$ cat config.mk
export PLATFORM = sky130hd
export DESIGN_NAME = periph_bus_master
export DESIGN_NICKNAME = d
export VERILOG_FILES = /design/src/rtl/periph_bus_master.sv
export SDC_FILE = /design/constraint.sdc
export NUM_CORES = 1
export LEC_CHECK = 0
export ABC_AREA = 1
export BUFFER_PORTS_ARGS = -buffer_cell sky130_fd_sc_hd__buf_2
export CAP_MARGIN = 20
export CORE_MARGIN = 4
export CORE_UTILIZATION = 45
export CTS_CLUSTER_SIZE = 16
export DETAILED_ROUTE_END_ITERATION = 8
export GPL_TIMING_DRIVEN = 0
export PLACE_DENSITY = 0.76
export SLEW_MARGIN = 20
export SYNTH_ARGS = -nofsm -noshare
export SYNTH_HDL_FRONTEND = slang
export SYNTH_SLANG_ARGS = --single-unit
export TNS_END_PERCENT = 50
$ cat constraint.sdc
create_clock -name clk -period 1.85 [get_ports clk]
set_input_delay 0.185 -clock clk [delete_from_list [all_inputs] [get_ports clk]]
set_output_delay 0.185 -clock clk [all_outputs]
set_load 0.005 [all_outputs]
$ cat src/rtl/periph_bus_master.sv
// Single-outstanding initiator for the peripheral register bus.
// Partial-byte stores become a read, a byte merge and one full-word write.
module periph_bus_master #(
    parameter int ADDR_WIDTH = 32
) (
    input  logic                  clk,
    input  logic                  rst_n,
    input  logic                  req_valid_i,
    output logic                  req_ready_o,
    input  logic                  req_we_i,
    input  logic [ADDR_WIDTH-1:0] req_addr_i,
    input  logic [31:0]           req_wdata_i,
    input  logic [3:0]            req_be_i,
    output logic                  rsp_valid_o,
    input  logic                  rsp_ready_i,
    output logic [31:0]           rsp_rdata_o,
    output logic                  rsp_err_o,
    output logic                  bus_wr_en_o,
    output logic [ADDR_WIDTH-1:0] bus_wr_addr_o,
    output logic [31:0]           bus_wr_data_o,
    output logic [ADDR_WIDTH-1:0] bus_rd_addr_o,
    input  logic [31:0]           bus_rd_data_i
);

    typedef enum logic [2:0] {
        IDLE,
        RD,
        CAP,
        RMW_RD,
        RMW_CAP,
        WR,
        ERR,
        RESP
    } state_t;

    state_t                  r_state;
    logic [ADDR_WIDTH-1:0]   r_addr;
    logic [31:0]             r_wdata;
    logic [3:0]              r_be;

    logic                    r_rsp_valid;
    logic [31:0]             r_rsp_rdata;
    logic                    r_rsp_err;
    logic                    r_bus_wr_en;
    logic [ADDR_WIDTH-1:0]   r_bus_wr_addr;
    logic [31:0]             r_bus_wr_data;
    logic [ADDR_WIDTH-1:0]   r_bus_rd_addr;

    logic                    w_misaligned;
    logic [ADDR_WIDTH-1:0]   w_req_addr_word;
    logic [31:0]             w_merged;

    assign w_misaligned    = (req_addr_i[1:0] != 2'b00);
    assign w_req_addr_word = {req_addr_i[ADDR_WIDTH-1:2], 2'b00};

    // Enabled bytes come from the store, the rest from the word just read back.
    generate
        for (genvar gi = 0; gi < 4; gi++) begin : g_merge
            assign w_merged[8*gi +: 8] = r_be[gi] ? r_wdata[8*gi +: 8]
                                                  : bus_rd_data_i[8*gi +: 8];
        end
    endgenerate

    always_ff @(posedge clk or negedge rst_n) begin
        if (!rst_n) begin
            r_state       <= IDLE;
            r_addr        <= '0;
            r_wdata       <= '0;
            r_be          <= '0;
            r_rsp_valid   <= 1'b0;
            r_rsp_rdata   <= '0;
            r_rsp_err     <= 1'b0;
            r_bus_wr_en   <= 1'b0;
            r_bus_wr_addr <= '0;
            r_bus_wr_data <= '0;
            r_bus_rd_addr <= '0;
        end else begin
            r_bus_wr_en <= 1'b0;
            case (r_state)
                IDLE: begin
                    if (req_valid_i) begin
                        r_addr      <= w_req_addr_word;
                        r_wdata     <= req_wdata_i;
                        r_be        <= req_be_i;
                        r_rsp_rdata <= '0;
                        if (w_misaligned) begin
                            r_rsp_err <= 1'b1;
                            r_state   <= ERR;
                        end else if (!req_we_i) begin
                            r_bus_rd_addr <= w_req_addr_word;
                            r_state       <= RD;
                        end else if (req_be_i == 4'hF) begin
                            r_bus_wr_en   <= 1'b1;
                            r_bus_wr_addr <= w_req_addr_word;
                            r_bus_wr_data <= req_wdata_i;
                            r_state       <= WR;
                        end else if (req_be_i == 4'h0) begin
                            r_rsp_valid <= 1'b1;
                            r_state     <= RESP;
                        end else begin
                            r_bus_rd_addr <= w_req_addr_word;
                            r_state       <= RMW_RD;
                        end
                    end
                end
                RD: begin
                    r_state <= CAP;
                end
                CAP: begin
                    r_rsp_rdata <= bus_rd_data_i;
                    r_rsp_valid <= 1'b1;
                    r_state     <= RESP;
                end
                RMW_RD: begin
                    r_state <= RMW_CAP;
                end
                RMW_CAP: begin
                    r_bus_wr_en   <= 1'b1;
                    r_bus_wr_addr <= r_addr;
                    r_bus_wr_data <= w_merged;
                    r_state       <= WR;
                end
                WR: begin
                    r_rsp_valid <= 1'b1;
                    r_state     <= RESP;
                end
                ERR: begin
                    r_rsp_valid <= 1'b1;
                    r_state     <= RESP;
                end
                RESP: begin
                    if (rsp_ready_i) begin
                        r_rsp_valid <= 1'b0;
                        r_rsp_err   <= 1'b0;
                        r_rsp_rdata <= '0;
                        r_state     <= IDLE;
                    end
                end
                default: begin
                    r_state <= IDLE;
                end
            endcase
        end
    end

    assign req_ready_o   = (r_state == IDLE);
    assign rsp_valid_o   = r_rsp_valid;
    assign rsp_rdata_o   = r_rsp_rdata;
    assign rsp_err_o     = r_rsp_err;
    assign bus_wr_en_o   = r_bus_wr_en;
    assign bus_wr_addr_o = r_bus_wr_addr;
    assign bus_wr_data_o = r_bus_wr_data;
    assign bus_rd_addr_o = r_bus_rd_addr;

endmodule

==> flow_metrics.env <==
export IMPL_worst_max_slew_margin_expressed_relative_to_the_limit_pct=57.8
export IMPL_drt_wirelength_per_cell_um=15.7
export IMPL_timing_reg2reg_worst_path_depth=8
export IMPL_reg2reg_from="r_state[0]$_DFFE_PN0P_"
export IMPL_critPathMaxFanout=10
export IMPL_clock_tree_buffer_depth=2
export IMPL_detailroute_via_count=8715
export IMPL_number_of_instances_in_the_synthesized_netlist=1131
export IMPL_synth_enable_flop_cells=0
export IMPL_asyncSetResetFlopFracSynth_pct=100
export IMPL_report_final_slew_viol_count=0
export IMPL_die_area_mm2=0.0221
export IMPL_ys_top_cells_by_area="dfrtp_1, nand2_1, nand3_1, o21ai_0, inv_1"
export IMPL_combinational_fraction_of_design_power_pct=36.9
export IMPL_synthDistinctLibCells=20
export IMPL_finish_cell_count_without_fillers=1706
export IMPL_synthesis_area_per_instance_um2=7.88
export IMPL_detailedRoute_firstPassIterationCount=5
export IMPL_rrSetupSlack_ps=50
export IMPL_synth_seq_area_share_pct=55.0
export IMPL_final_net_count=1530
export IMPL_ant_nets=0
export IMPL_cell_internal_pwr_mw=11.2
export IMPL_gp_congestion=0.855
export IMPL_tightestPinTransition_ps=631
export IMPL_groute_usage_overall_pct=23.9
export IMPL_cp_arrival_ps=2170
export IMPL_netSwitchingFraction_pct=37.4
export IMPL_hold_depth=3
export IMPL_clk_pin_slew_worst_paths_ps=70
export IMPL_synth_top_family_by_area="simple AND/OR/NAND/NOR gates"
export IMPL_io_buffer_count=232
export IMPL_setup_total_negative_slack_ps=0
export IMPL_holdCritPathClass="primary input to flip-flop"
export IMPL_placedCellCount=1633
export IMPL_fin_skew_ps=9.83
export IMPL_finalWirelength_um=26800
export IMPL_detailedRoute_firstIterationViolations=677
export IMPL_post_synth_xor_area_fraction_pct=0
export IMPL_initial_utilization_pct=45.8
export IMPL_maxCapViolations=0
export IMPL_crit_path_end_kind="flip-flop"
export IMPL_synth_fa_ha_area_share_pct=0
export IMPL_seqPwrFrac_pct=41.5
export IMPL_post_synth_instance_area_mm2=0.00891
export IMPL_cts_htree_levels=4
export IMPL_total_leakage_power_nw=6.52
export IMPL_rr_endpoint="rsp_rdata_o[20]$_DFFE_PN0P_"
export IMPL_run_status="complete, no violations"
export IMPL_setup_worst_path_class="flip-flop to flip-flop"
export IMPL_synth_compound_area_share_pct=9.04
export IMPL_cts_tree="built"
export IMPL_fp_dieW_um=149
export IMPL_rows=51
export IMPL_numCtsBuffers=17
export IMPL_drc=0
export IMPL_hold_path_sink="bus_rd_addr_o[25]$_DFFE_PN0P_"
export IMPL_yosys_cell_count_top_type="nand2_1"
export IMPL_route_detailed_vias_per_inst=5.11
export IMPL_largest_delay_contributor_family_on_the_critical_path="simple AND/OR/NAND/NOR gates"
export IMPL_drive_above_1_share_pct=23.1
export IMPL_max_vdd_ir_drop_v=0.000756
export IMPL_worst_hold_startpoint="req_addr_i[25]"
export IMPL_post_synth_and_or_nand_nor_area_fraction_pct=27.2
export IMPL_area_growth_syn_to_layout_pct=29.4
export IMPL_largest_net_degree_at_the_start_of_global_routing=99
export IMPL_share_of_the_cycle_needed_by_the_critical_path_after_routing_pct=97.4
export IMPL_dp_hpwl_um=19200
export IMPL_synth_top_area_cell="dfrtp_1"
export IMPL_hold_viol_final=0
export IMPL_worst_hold_slack_ps=20.1
export IMPL_cellPowerDensity_mw_per_mm2=1550
export IMPL_period_needed_ps=1800
export IMPL_clock_latency_at_the_later_pin_of_the_worst_skew_pair_ps=430
export IMPL_switchingPower_mw=6.68
export IMPL_final_util_pct=59.2
export IMPL_setup_viol=0
export IMPL_clkSinkCount=196
export IMPL_synth_top_cells_by_count="nand2_1, dfrtp_1, nand3_1"
export IMPL_synth_area_mux_share_pct=0
export IMPL_crit_slowest_cell="dfrtp_2"
export IMPL_num_io_pins=237
export IMPL_clkPwrFrac_pct=21.6
export IMPL_core_region_area_mm2=0.0195
export IMPL_critical_path_buffer_and_inverter_count=2
export IMPL_critPathRequiredTime_ps=2220
export IMPL_die_y_um=149
export IMPL_grt_pass1_vias=8444
export IMPL_synth_warning_count=0
export IMPL_clockRootBuffer="clkbuf_16"
export IMPL_global_route_overflow_total=0
export IMPL_dominantRegCellSynth="dfrtp_1"
export IMPL_timing_critical_path_slowest_cell_delay_ps=480
export IMPL_synth_seq_cells=196
export IMPL_grt_first_pass_wirelength_um=42300
export IMPL_post_synth_top_area_fraction_pct=55.0
export IMPL_fmaxAchievable_mhz=555
export IMPL_antenna_found_initial=2
export IMPL_path_cells="nor2_4 > nand3_1 > nand2_1 > inv_1 > nand2_2 > clkbuf_4 > nand3_1 > nand2_1"
export IMPL_worst_setup_path_start_kind="flip-flop"
-- logic make-up (layout without fill, tap and decap cells) --
logic type             after synthesis  in the layout
and+or+nand+nor                    590            590
DFF                                196            196
other                                1              7
AOI/OAI and AO/OA                  161            161
buffers and inverters              183            487
-- sequential cells by signal (all words and copies together), names as in the netlist --
signal / flops
bus_rd_addr_o: 30
rsp_rdata_o: 32
bus_wr_addr_o: 30
r_state: 3
r_wdata: 32
r_addr: 30
bus_wr_en_o: 1
rsp_valid_o: 1
rsp_err_o: 1
r_be: 4
bus_wr_data_o: 32
-- power by group through the flow --
stage	Combinational, mW	Clock [mW]	Sequential [mW]
3_3_place_gp	6.24	0	7.37
3_5_place_dp	6.45	0	7.41
2_1_floorplan	3.63	0	7.38
5_1_grt	7.53	4.14	7.60
4_1_cts	6.54	3.92	7.36
6_report	6.59	3.87	7.41
-- through the flow --
stage          setup slack, ps  power, mW  area (um^2)
6_report                  47.6       17.9        11500
5_1_grt                  -94.3       19.3        11500
4_1_cts                   4.67       17.8        11400
3_5_place_dp              -316       13.9        10500
3_3_place_gp             -2700       13.6        10400
2_1_floorplan              387       11.0         8920
-- final cells by class --
class                           count  area [um^2]
Sequential cell                   196         4910
Multi-Input combinational cell    755         3280
Fill cell                        1748         7930
Buffer                             77          379
Antenna cell                        3         7.51
Timing Repair Buffer              272         1610
Inverter                          106          400
Clock inverter                     10          146
Clock buffer                       22          464
Tap cell                          265          332
-- routing by layer --
metal  wire length, um  GRT usage (%)  up-vias  share of wire, %
met4               780           8.51        0               2.9
met5                 0              0        -                 0
met1             11700           32.8     4158                44
li1                  -              -     4142                 -
met2             12500           38.7      360                47
met3              1790           3.89       55               6.7
-- timing repair --
item                       4_1_cts  5_1_grt
hold buffers                    33        0
hold endpoints to repair       228        0
buffers inserted                 0        5
pin swaps                        0        3
cloned                           0        0
setup endpoints to repair       63      165
gates resized for setup          4       14
-- worst register-to-register path, cell delays in order (launching register included) --
cell	delay (ps)
dfrtp_2	480
nor2_4	190
nand3_1	130
nand2_1	180
inv_1	110
nand2_2	150
clkbuf_4	230
nand3_1	160
nand2_1	110
-- how the worst max path moves through the flow --
stage / startpoint / endpoint / slack [ps] / cells past startpoint
after detailed placement: req_addr_i[1] / bus_wr_addr_o[12]$_DFFE_PN0P_ / -320 / 7
after global routing: r_state[0]$_DFFE_PN0P_ / rsp_rdata_o[20]$_DFFE_PN0P_ / -90 / 8
after global placement: rst_n / r_addr[5]$_DFFE_PN0P_ / -2700 / 1
after floorplan: r_state[1]$_DFFE_PN0P_ / bus_rd_addr_o[10]$_DFFE_PN0P_ / 390 / 9
after CTS: r_state[1]$_DFFE_PN0P_ / r_wdata[20]$_DFFE_PN0P_ / 5 / 7
final: r_state[0]$_DFFE_PN0P_ / rsp_rdata_o[20]$_DFFE_PN0P_ / 50 / 8
-- cell usage in the layout (no fill, tap or decap), drive strengths merged, types with 31 or more instances in the layout --
cell         synthesis  final
a21oi               31     31
buf                 46    285
clkbuf              31     53
dfrtp              196    196
dlygate4sd3          0     33
inv                106    108
nand2              411    411
nand3              132    132
nor2                40     40
o21ai              130    130
Note: power is estimated with default switching activity, not from simulation.
